## src/rtl/ula_arbiter_if.sv

```systemverilog
// ---------------------------------------------------------------------------
// ula_arbiter_if
// Bundles the two requester ports, the shared-ula connection and the
// response signals of ula_arbiter.
//   req0_* / req1_*  : valid/ready handshake plus operands a, b and op code
//   ula_a/b/op       : operands driven to the shared ula
//   ula_result/zero  : combinational result and zero flag from the ula
//   rsp0/1_valid     : one-cycle response pulse per port
//   rsp_result/zero  : registered result and zero flag of the last transfer
// Modports: slave = arbiter side, master = requesters + ula side.
// ---------------------------------------------------------------------------
interface ula_arbiter_if #(
  parameter int WIDTH = 32,
  parameter int OPW   = 4
) ();
  logic             req0_valid;
  logic             req0_ready;
  logic [WIDTH-1:0] req0_a;
  logic [WIDTH-1:0] req0_b;
  logic [OPW-1:0]   req0_op;
  logic             req1_valid;
  logic             req1_ready;
  logic [WIDTH-1:0] req1_a;
  logic [WIDTH-1:0] req1_b;
  logic [OPW-1:0]   req1_op;
  logic [WIDTH-1:0] ula_a;
  logic [WIDTH-1:0] ula_b;
  logic [OPW-1:0]   ula_op;
  logic [WIDTH-1:0] ula_result;
  logic             ula_zero;
  logic             rsp0_valid;
  logic             rsp1_valid;
  logic [WIDTH-1:0] rsp_result;
  logic             rsp_zero;

  modport slave (
    input  req0_valid, req0_a, req0_b, req0_op,
    input  req1_valid, req1_a, req1_b, req1_op,
    output req0_ready, req1_ready,
    output ula_a, ula_b, ula_op,
    input  ula_result, ula_zero,
    output rsp0_valid, rsp1_valid, rsp_result, rsp_zero
  );

  modport master (
    output req0_valid, req0_a, req0_b, req0_op,
    output req1_valid, req1_a, req1_b, req1_op,
    input  req0_ready, req1_ready,
    input  ula_a, ula_b, ula_op,
    output ula_result, ula_zero,
    input  rsp0_valid, rsp1_valid, rsp_result, rsp_zero
  );
endinterface

```

## src/rtl/ula_arbiter.sv

```systemverilog
// ---------------------------------------------------------------------------
// ula_arbiter
// Shares one ula between two requesters. Grant is combinational in the
// request cycle; the ula result and zero flag are captured at the end of
// that cycle and presented with a one-cycle per-port valid pulse.
// Ports:
//   clk    : rising-edge clock
//   reset  : asynchronous, active-high reset
//   bus    : ula_arbiter_if.slave (requests, shared-ula link, responses)
// Parameters:
//   WIDTH   : operand/result width
//   OPW     : op code width
//   RR      : 1 = round-robin on tie, 0 = port 0 always wins
//   IDLE_OP : op driven to the ula when nothing is granted
// ---------------------------------------------------------------------------
module ula_arbiter #(
  parameter int             WIDTH   = 32,
  parameter int             OPW     = 4,
  parameter bit             RR      = 1'b1,
  parameter logic [OPW-1:0] IDLE_OP = '0
) (
  input logic          clk,
  input logic          reset,
  ula_arbiter_if.slave bus
);

  logic             last_q, last_d;
  logic             gnt0, gnt1, xfer;
  logic             rsp0_valid_q, rsp1_valid_q;
  logic [WIDTH-1:0] rsp_result_q, rsp_result_d;
  logic             rsp_zero_q, rsp_zero_d;

  // Grant: last_q names the port granted most recently, so on a tie the
  // other port wins. Reset blocks every grant so no transfer can happen
  // while reset is held.
  always_comb begin
    gnt0 = 1'b0;
    gnt1 = 1'b0;
    if (!reset) begin
      if (bus.req0_valid && bus.req1_valid) begin
        if (RR) begin
          gnt0 = last_q;
          gnt1 = !last_q;
        end else begin
          gnt0 = 1'b1;
        end
      end else begin
        gnt0 = bus.req0_valid;
        gnt1 = bus.req1_valid;
      end
    end
  end

  // A grant is only ever given to a valid port, so grant implies transfer.
  assign xfer           = gnt0 | gnt1;
  assign bus.req0_ready = gnt0;
  assign bus.req1_ready = gnt1;

  always_comb begin
    bus.ula_a  = '0;
    bus.ula_b  = '0;
    bus.ula_op = IDLE_OP;
    if (gnt0) begin
      bus.ula_a  = bus.req0_a;
      bus.ula_b  = bus.req0_b;
      bus.ula_op = bus.req0_op;
    end else if (gnt1) begin
      bus.ula_a  = bus.req1_a;
      bus.ula_b  = bus.req1_b;
      bus.ula_op = bus.req1_op;
    end
  end

  always_comb begin
    last_d       = xfer ? gnt1 : last_q;
    rsp_result_d = xfer ? bus.ula_result : rsp_result_q;
    rsp_zero_d   = xfer ? bus.ula_zero : rsp_zero_q;
  end

  // Response stage: result captured at the end of the transfer cycle.
  // last_q resets to 1 so port 0 wins the first tie.
  always_ff @(posedge clk or posedge reset) begin
    if (reset) begin
      last_q       <= 1'b1;
      rsp0_valid_q <= 1'b0;
      rsp1_valid_q <= 1'b0;
      rsp_result_q <= '0;
      rsp_zero_q   <= 1'b0;
    end else begin
      last_q       <= last_d;
      rsp0_valid_q <= gnt0;
      rsp1_valid_q <= gnt1;
      rsp_result_q <= rsp_result_d;
      rsp_zero_q   <= rsp_zero_d;
    end
  end

  assign bus.rsp0_valid = rsp0_valid_q;
  assign bus.rsp1_valid = rsp1_valid_q;
  assign bus.rsp_result = rsp_result_q;
  assign bus.rsp_zero   = rsp_zero_q;

endmodule
```

## src/flat_wrapper.sv

```systemverilog
// flat-port wrapper written by rule: the top's interface ports become plain ports
module ula_arbiter_flat 
#(
  parameter int             WIDTH   = 32,
  parameter int             OPW     = 4,
  parameter bit             RR      = 1'b1,
  parameter logic [OPW-1:0] IDLE_OP = '0
)
  (clk, reset, bus_req0_valid, bus_req0_a, bus_req0_b, bus_req0_op, bus_req1_valid, bus_req1_a, bus_req1_b, bus_req1_op, bus_req0_ready, bus_req1_ready, bus_ula_a, bus_ula_b, bus_ula_op, bus_ula_result, bus_ula_zero, bus_rsp0_valid, bus_rsp1_valid, bus_rsp_result, bus_rsp_zero);
  ula_arbiter_if #(.WIDTH(WIDTH), .OPW(OPW)) bus_i ();
  input logic clk;
  input logic reset;
  input wire logic [$bits(bus_i.req0_valid)-1:0] bus_req0_valid;
  input wire logic [$bits(bus_i.req0_a)-1:0] bus_req0_a;
  input wire logic [$bits(bus_i.req0_b)-1:0] bus_req0_b;
  input wire logic [$bits(bus_i.req0_op)-1:0] bus_req0_op;
  input wire logic [$bits(bus_i.req1_valid)-1:0] bus_req1_valid;
  input wire logic [$bits(bus_i.req1_a)-1:0] bus_req1_a;
  input wire logic [$bits(bus_i.req1_b)-1:0] bus_req1_b;
  input wire logic [$bits(bus_i.req1_op)-1:0] bus_req1_op;
  output wire logic [$bits(bus_i.req0_ready)-1:0] bus_req0_ready;
  output wire logic [$bits(bus_i.req1_ready)-1:0] bus_req1_ready;
  output wire logic [$bits(bus_i.ula_a)-1:0] bus_ula_a;
  output wire logic [$bits(bus_i.ula_b)-1:0] bus_ula_b;
  output wire logic [$bits(bus_i.ula_op)-1:0] bus_ula_op;
  input wire logic [$bits(bus_i.ula_result)-1:0] bus_ula_result;
  input wire logic [$bits(bus_i.ula_zero)-1:0] bus_ula_zero;
  output wire logic [$bits(bus_i.rsp0_valid)-1:0] bus_rsp0_valid;
  output wire logic [$bits(bus_i.rsp1_valid)-1:0] bus_rsp1_valid;
  output wire logic [$bits(bus_i.rsp_result)-1:0] bus_rsp_result;
  output wire logic [$bits(bus_i.rsp_zero)-1:0] bus_rsp_zero;
  assign bus_i.req0_valid = bus_req0_valid;
  assign bus_i.req0_a = bus_req0_a;
  assign bus_i.req0_b = bus_req0_b;
  assign bus_i.req0_op = bus_req0_op;
  assign bus_i.req1_valid = bus_req1_valid;
  assign bus_i.req1_a = bus_req1_a;
  assign bus_i.req1_b = bus_req1_b;
  assign bus_i.req1_op = bus_req1_op;
  assign bus_req0_ready = bus_i.req0_ready;
  assign bus_req1_ready = bus_i.req1_ready;
  assign bus_ula_a = bus_i.ula_a;
  assign bus_ula_b = bus_i.ula_b;
  assign bus_ula_op = bus_i.ula_op;
  assign bus_i.ula_result = bus_ula_result;
  assign bus_i.ula_zero = bus_ula_zero;
  assign bus_rsp0_valid = bus_i.rsp0_valid;
  assign bus_rsp1_valid = bus_i.rsp1_valid;
  assign bus_rsp_result = bus_i.rsp_result;
  assign bus_rsp_zero = bus_i.rsp_zero;
  ula_arbiter #(.WIDTH(WIDTH), .OPW(OPW), .RR(RR), .IDLE_OP(IDLE_OP)) u_core (.clk(clk), .reset(reset), .bus(bus_i));
endmodule
```

## config.mk

```make
export PLATFORM = sky130hd
export DESIGN_NAME = ula_arbiter_flat
export DESIGN_NICKNAME = d
export VERILOG_FILES = /design/src/rtl/ula_arbiter_if.sv /design/src/rtl/ula_arbiter.sv /design/src/flat_wrapper.sv
export SDC_FILE = /design/constraint.sdc
export NUM_CORES = 1
export LEC_CHECK = 0
export CORE_AREA = 2 2 108 110
export CTS_CLUSTER_DIAMETER = 30
export DETAILED_ROUTE_END_ITERATION = 6
export DIE_AREA = 0 0 110 112
export PLACE_DENSITY = 0.66
export SYNTH_ARGS = -nofsm -noshare
export SYNTH_HDL_FRONTEND = slang
export SYNTH_SLANG_ARGS = --single-unit
```

## constraint.sdc

```tcl
create_clock -name clk -period 3.15 [get_ports clk]
set_input_delay 0.63 -clock clk [delete_from_list [all_inputs] [get_ports clk]]
set_output_delay 0.63 -clock clk [all_outputs]
set_load 0.05 [all_outputs]
```

==> results of run 1 <==
[where the power goes]
group | total [uW] | internal (uW) | switching, uW | leakage [uW]
registers | 557 | 525 | 31.7 | 0.000423
logic | 1390 | 650 | 741 | 0.00186
clock network | 466 | 291 | 175 | 0.0000736
[through the flow]
step           hold WS, ns  instance area, um^2
2_1_floorplan        0.516                 2370
3_3_place_gp         0.486                 5960
3_5_place_dp         0.493                 5960
4_1_cts              0.411                 6100
5_1_grt              0.437                 6100
6_report             0.402                 6100
[per-layer routing]
metal	vias up	track usage	part of all wire
met4	0	0.0557	0.022
met5	-	0	0
met2	182	0.315	0.53
li1	1471	-	-
met1	1478	0.199	0.37
met3	20	0.0345	0.082
[state kept, by name, indices dropped and copies added, names as in the netlist]
register               cells
u_core.bus.rsp0_valid      1
u_core.bus.rsp1_valid      1
u_core.bus.rsp_result     32
u_core.bus.rsp_zero        1
u_core.last_q              1
[cell type report]
class	instances	area share
well taps	143	0.0293
inverters	1	0.000615
multi-input cells	176	0.211
flip-flops and latches	36	0.148
clock inverters	3	0.00308
repair buffers	286	0.587
clock buffers	5	0.0205
[cell families after synthesis]
group / count (synthesis)
compound gates: 72
buf+inv: 35
flops: 36
mux: 33
simple gates: 71
[worst paths after layout]
path | end | slack (ns) | depth (start not counted)
min in group clk | u_core.bus.rsp_result[19] | 0.50 | 1
setup reg to reg | u_core.bus.rsp0_valid | 1.74 | 3
hold / removal | u_core.bus.rsp_result[24] | 0.40 | 2
hold reg to reg | u_core.bus.rsp_result[19] | 0.50 | 1
setup / recovery | bus_ula_a[30] | 0.25 | 6
max in group asynchronous | u_core.bus.rsp_result[6] | 2.13 | 3
[critical path: stages]
cell             delay (ns)
clkdlybuf4s50_1        0.59
a21boi_4               0.29
buf_12                 0.24
a32oi_1                0.08
nor2_1                 0.23
buf_12                 0.17
[cells in the final DEF (no fill, tap or decap)]
cell type,synthesis,final
a21boi_4,0,1
clkinv_2,0,2
and2_1,1,1
mux2_2,33,33
dfstp_2,1,1
inv_2,1,1
a31oi_1,1,1
clkdlybuf4s50_1,0,205
clkinv_4,0,1
buf_4,4,5
nand2b_2,0,1
buf_12,0,74
a21oi_1,1,1
and3_1,1,1
clkbuf_16,0,5
nor2_1,68,68
o21ai_4,1,1
buf_2,15,2
a32oi_1,68,68
dfrtp_1,35,35
==> results.py, run 1 <==
metrics = {
    "drt": {
        "drt-initial-drc-count": 178,
        "drcViolationCount": 0,
        "vias": 3151,
        "wl_per_cell_um": 17.4,
        "dr.pass1.iters": 5,
        "avgViaCountPerCell": 4.85,
        "routed_wl_mm": 11.3,
        "drtAntennaViolNets": 0,
    },
    "clock_network": {
        "clk_path_buf_depth": 2,
        "cts_setup_buffers": 0,
        "cts_root_buffer": "clkbuf_16",
        "path_clk_slew_ns": 0.06,
        "holdBufCountCts": 0,
        "clock_latency_ns": 0.27,
        "cts_inserted_buffers": 5,
        "cts_sinks": 36,
        "htreeDepth": 2,
        "cts_tree": "built",
        "post_cts_resized": 0,
    },
    "die": {
        "std_cell_rows": 39,
        "start_util": 0.212,
        "die-height_um": 112,
        "io_pins": 278,
        "core_um2": 11200,
        "die_area_um2": 12300,
        "fp.dieW_um": 110,
    },
    "setup_path": {
        "regToRegStartpoint": "u_core.last_q",
        "crit_fanout": 44,
        "cp-end-kind": "primary output",
        "critical_path_class": "primary input to primary output",
        "critPathRequiredTime_ns": 2.52,
        "critical_path.startpoint_type": "primary input",
        "arrival_ns": 2.27,
        "critPathLaunch": "bus_req1_valid",
    },
    "global_routing": {
        "antenna_found_initial": 0,
        "gr-total-overflow": 0,
        "grt_pass1_vias": 3234,
        "grt_pass1_wl_mm": 16.8,
        "grt_max_degree": 70,
        "track_usage": 0.173,
    },
    "logic_synthesis": {
        "synthCells": 247,
        "synth-xor-area-share": 0,
        "synth-adder-area-share": 0,
        "avgSynthCellArea_um2": 9.59,
        "synth_top_family_by_area": "compound AO/OA/AOI/OAI gates",
        "synth_commonest_cells": "68 x a32oi_1, 68 x nor2_1, 35 x dfrtp_1, 33 x mux2_2, 15 x buf_2",
        "synth_top_cell_area_share": 0.370,
        "ys_top_cells_by_area": "dfrtp_1 37%, a32oi_1 25%, mux2_2 16%",
        "yosys.area_share.simple": 0.116,
        "syn_nets": 420,
        "synth_edf_count": 0,
        "ys.flop_type": "dfrtp_1",
        "ys_seq_area_frac": 0.381,
        "ys_ff_latch": 36,
        "ys_warn_count": 0,
        "yosysTopAreaCell": "dfrtp_1",
        "synth.mux.area_fraction": 0.157,
        "synth_compound_area_frac": 0.268,
        "syn_area_um2": 2370,
        "synth_cell_types": 17,
        "synthArstFlopShare": 1.00,
    },
    "placed_design": {
        "dp_cells": 642,
        "portBuffers": 277,
        "place_hpwl_mm": 8.96,
        "pre_cts_slack_ns": 0.268,
        "gp_congestion": 0.853,
    },
    "timing": {
        "setup_ws_ns": 0.245,
        "drv_slew": 0,
        "tns_ns": 0,
        "timing.fmax_mhz": 344,
        "period_needed_ns": 2.90,
        "worst_pin_slew_ns": 0.739,
        "relSlewSlack": 0.507,
        "period_share": 0.922,
        "hold_viol_final": 0,
        "rsz0062_at_grt": "no",
        "skew_ns": 0.00507,
        "finalSetupViolCount": 0,
    },
    "layout": {
        "finalNonFillerCells": 650,
        "drive_gt1_frac": 0.250,
        "final_nets": 679,
        "area_growth_pct": 157,
        "regArea_um2": 902,
        "multi_input_area_um2": 1290,
        "fillers": 967,
        "fin_util": 0.546,
        "diodes": 0,
    },
    "pwr": {
        "peakVddDrop_uv": 346,
        "p_leak_uw": 0.00235,
        "total_power_uw": 2410,
        "power.density_nw_per_um2": 396,
    },
    "worst_hold_path": {
        "min_path_type": "primary input to asynchronous set/reset pin",
    },
    "flow_run": {
        "cap_violations": 0,
    },
    "status": {
        "status": "finished clean",
    },
}
Power figures use the tool's default switching activity.
==> run 2, diff against run 1 <==
Settings changed: ABC_AREA from default to 1, CORE_AREA 2 2 108 110 to 2 2 107 109, DIE_AREA 0 0 110 112 to 0 0 109 111, PLACE_DENSITY 0.66 to default, PLACE_DENSITY_LB_ADDON from default to 0.3.
==> run 2 against run 1 <==
Effect of this change:
- register-to-register slack better by 0.28 ns
- synthesized cell count up 61%
- sequential power about the same
- via count up 24%
- clock-buffer cell count up 2
- final cell count up 22%
- sequential share of layout area up 0.28 points
- largest cell class unchanged
==> results.py, run 2 <==
metrics = {
    "drt": {
        "drtAntennaViolNets": 0,
        "drcViolationCount": 0,
        "dr.pass1.iters": 4,
        "vias": 3909,
        "drt-initial-drc-count": 255,
        "avgViaCountPerCell": 4.94,
        "wl_per_cell_um": 17.2,
        "routed_wl_mm": 13.6,
    },
    "setup_path": {
        "reg2reg_slack_ns": 2.02,
        "rr_worst_depth": 4,
        "critical_path.startpoint_type": "primary input",
        "r2r_end": "u_core.bus.rsp1_valid",
        "crit_fanout": 68,
        "regToRegStartpoint": "u_core.last_q",
        "cp-end-kind": "primary output",
        "arrival_ns": 2.13,
        "critPathRequiredTime_ns": 2.52,
        "critical_path_class": "primary input to primary output",
    },
    "clock_network": {
        "path_clk_slew_ns": 0.05,
        "holdBufCountCts": 0,
        "post_cts_resized": 0,
        "cts_root_buffer": "clkbuf_16",
        "clock_latency_ns": 0.28,
        "cts_sinks": 36,
        "cts_inserted_buffers": 5,
        "htreeDepth": 2,
        "cts_tree": "built",
        "cts_setup_buffers": 0,
        "clk_path_buf_depth": 2,
    },
    "logic_synthesis": {
        "synth_top_cell_area_share": 0.334,
        "avgSynthCellArea_um2": 6.59,
        "synth_cell_types": 14,
        "synth_commonest_cells": "137 x nand2_1, 103 x nand3_1, 68 x nand4_1, 35 x dfrtp_1, 21 x buf_2",
        "ys_top_cells_by_area": "dfrtp_1 33%, nand3_1 20%, nand2_1 20%",
        "syn_area_um2": 2620,
        "ys.flop_type": "dfrtp_1",
        "synthCells": 398,
        "ys_ff_latch": 36,
        "synth_edf_count": 0,
        "ys_warn_count": 0,
        "yosysTopAreaCell": "dfrtp_1",
        "synth.most_common_cell": "nand2_1",
        "syn_nets": 571,
        "ys_seq_area_frac": 0.344,
        "synthArstFlopShare": 1.00,
    },
    "global_routing": {
        "antenna_found_initial": 0,
        "gr-total-overflow": 0,
        "grt_max_degree": 72,
        "grt_pass1_vias": 3728,
        "grt_pass1_wl_mm": 20.3,
        "track_usage": 0.211,
    },
    "timing": {
        "relSlewSlack": 0.520,
        "skew_ns": 0.000484,
        "rsz0062_at_grt": "no",
        "hold_viol_final": 0,
        "finalSetupViolCount": 0,
        "drv_slew": 0,
        "worst_pin_slew_ns": 0.721,
        "period_needed_ns": 2.76,
        "whs_ns": 0.501,
        "tns_ns": 0,
        "timing.fmax_mhz": 363,
        "period_share": 0.876,
    },
    "layout": {
        "drive_gt1_frac": 0.150,
        "finalNonFillerCells": 791,
        "diodes": 0,
        "postLayoutCellArea_um2": 5990,
        "largest_reg_flops": 32,
        "final_nets": 820,
        "final_cell_mix": "206 x clkdlybuf4s50_1, 135 x nand2_1, 103 x nand3_1",
        "area_growth_pct": 128,
        "final_common_cell": "clkdlybuf4s50_1",
    },
    "placed_design": {
        "place_hpwl_mm": 9.87,
        "dpl_cell_area_um2": 5840,
        "dp_cells": 783,
        "portBuffers": 277,
        "gp_congestion": 0.802,
    },
    "status": {
        "status": "finished clean",
    },
    "pwr": {
        "p_leak_uw": 0.00277,
        "peakVddDrop_uv": 312,
        "total_power_uw": 2330,
        "power.density_nw_per_um2": 389,
    },
    "die": {
        "io_pins": 278,
        "die-height_um": 111,
        "fp.dieW_um": 109,
        "die_area_um2": 12100,
        "core_um2": 11100,
        "start_util": 0.237,
        "std_cell_rows": 39,
    },
    "worst_hold_path": {
        "min_path_type": "flip-flop to flip-flop",
        "hold_start": "u_core.last_q",
        "hold_depth": 2,
        "holdPathEnd": "u_core.last_q",
    },
    "flow_run": {
        "cap_violations": 0,
    },
}
==> run 2: worst max path at each step <==
| stage | startpoint | endpoint | cells past startpoint |
|---|---|---|---|
| 2_1_floorplan | reset | bus_ula_b[25] | 4 |
| 3_3_place_gp | reset | u_core.bus.rsp_result[4] | 8 |
| 3_5_place_dp | reset | u_core.bus.rsp_result[17] | 8 |
| 4_1_cts | reset | bus_req0_ready | 6 |
| 5_1_grt | reset | bus_req0_ready | 6 |
| 6_report | bus_req0_valid | bus_ula_b[17] | 7 |
==> run 2: report_power, final <==
part	total, uW	leakage, uW	internal [uW]	switching [uW]
logic	1270	0.00226	537	735
clock network	498	0.0000701	315	184
registers	556	0.000440	520	36.0
total	2330	0.00277	1370	954
==> run 2: cell families after synthesis <==
kind of cell,share of synthesized area
flip-flops,0.344
buffers and inverters,0.0901
AO/OA/AOI/OAI,0.00191
AND/OR/NAND/NOR,0.564
==> run 2: cell type report <==
class / instances / area (um^2)
clock buffers: 7 / 143
clock inverters: 1 / 7.51
fillers: 1024 / 5090
inverters: 4 / 16.3
multi-input cells: 313 / 1500
flip-flops and latches: 36 / 902
well taps: 143 / 179
repair buffers: 287 / 3240
==> run 2: per-stage QoR <==
| stage | worst slack [ns] | utilization |
|---|---|---|
| CTS | 0.408 | 0.540 |
| finish | 0.392 | 0.540 |
| floorplan | 0.586 | - |
| detailed placement | 0.359 | 0.527 |
| global placement | 0.408 | 0.527 |
| global route | 0.332 | 0.540 |
==> run 2: worst max-delay path, cell delays in order <==
cell	delay, ns
clkdlybuf4s50_1	0.56
inv_2	0.06
nor2_4	0.11
buf_12	0.27
nand3_1	0.12
nand2_1	0.13
buf_4	0.21
==> run 2: per-layer routing <==
metal	global-route usage	wire [um]
met5	0	0
met4	0.0624	298
met1	0.255	5230
met2	0.366	6730
met3	0.0506	1340
==> edit: new RTL, config.mk and constraints of run 1 <==
Make the reset (`reset`) synchronous in one clocked block. Comments in the files are not updated.
--- a/src/rtl/ula_arbiter.sv
+++ b/src/rtl/ula_arbiter.sv
@@ -79,7 +79,7 @@
 
   // Response stage: result captured at the end of the transfer cycle.
   // last_q resets to 1 so port 0 wins the first tie.
-  always_ff @(posedge clk or posedge reset) begin
+  always_ff @(posedge clk) begin
     if (reset) begin
       last_q       <= 1'b1;
       rsp0_valid_q <= 1'b0;
Behaviour: differs if reset is asserted again (counterexample within 4 cycles, from zero or initial values and one cycle with reset high); with reset held inactive, the same outputs for 10 cycles.
==> edit against run 1 <==
Largest cell class unchanged. Critical endpoint is now bus_ula_b[28]. Synthesized area shrank 5.5%. Total power is 16% lower. Combinational power shrank 24%. Wire length is 6.7% higher. Design area decreased by 2.4%. Sequential share of layout area shrank 2.7 points. Setup slack gained 0.052 ns. Sequential cell count did not move. Largest power group unchanged.
==> edit: results (changes against run 1) <==
worst-margin pin slew=0.606 ns (-0.133 ns); multi-input gates=246 (+40%); initial antenna violation count=1 (+1); RePlAce Congestion=0.937 (+9.8%); combinational share of power=51.9% (-5.7 points); Net Sw Power=0.738 mW (-22%); Signal buffers=284 (-0.70%); fillcell total=1002 (+3.6%); synth cell count leaders=70 x nor2_1, 68 x a32oi_1, 68 x nand2_1; WL met2=6.23 mm (+4.2%); CP Capture Point=bus_ula_b[28]; P_seq=0.499 mW (-10%); Worst Skew=0.00439 ns (-0.000686 ns); largest net degree at the start of global routing=71 (+1.4%); fraction of final layout cells sized beyond drive strength 1=15.7% (-9.4 points); start of the worst register-to-register path=u_core.last_q$_SDFFE_PP1P_; VDD IR-drop max=0.458 mV (+33%); Mapped Cells=325 (+32%); Post-synth ARST share=0% (-100 points); final hold slack=0.453 ns (+0.0515 ns); router iterations before antenna repair=4 (-1); FF-to-FF path depth=4 (+1); global-route wire length before repair=17.8 mm (+5.6%); top cells by area, synth=dfxtp_1 32%, a32oi_1 27%, nor2_1 12%; Initial DRC Count=267 (+50%); met3 wire len=1.08 mm (+16%); HPWL Detailed=9.69 mm (+8.2%); wire length per cell=16.8 um (-3.5%); Placed Cells incl. Taps=710 (+11%); WL met1=4.44 mm (+7.2%); DP Area=5810 um^2 (-2.5%); Antenna Cells=1 (+1); vias=3438 (+9.1%); worst-path maximum fanout=70 (+59%); FF-to-FF setup slack=2.05 ns (+0.31 ns); status=finished clean; part of the cycle the worst path needs=90.5% (-1.7 points); Syn Nets=498 (+19%); Seq area share=12.1% (-2.7 points); sequential area share after synthesis=32.2% (-5.9 points); Final nets=747 (+10%); Post-Place Setup Slack=0.283 ns (+0.0149 ns)
## edit: cell types whose count changed after synthesis, moves of 3 or more
cell	change
buf_4	-4
buf_2	+10
clkbuf_1	+5
mux2_2	-33
buf_6	-3
nand2_1	+68
dfxtp_1	+36
dfrtp_1	-35
a21oi_1	+33
## edit: worst max-delay path, cell delays in order
cell	delay (ns)
clkdlybuf4s50_1	0.55
a21boi_4	0.22
buf_12	0.29
a32oi_1	0.09
nor2_1	0.22
buf_12	0.18
## edit: kinds of logic after synthesis
family | after synthesis | share of synthesized area, %
simple gates | 143 | 24.5
compound gates | 103 | 34.7
buf+inv | 43 | 8.60
flops | 36 | 32.2
## edit: routing by layer
layer  vias up  global-route usage, %
met3        22                   4.10
li1       1671                      -
met2       190                   33.7
met5         -                      0
met4         0                   5.82
met1      1555                   20.7
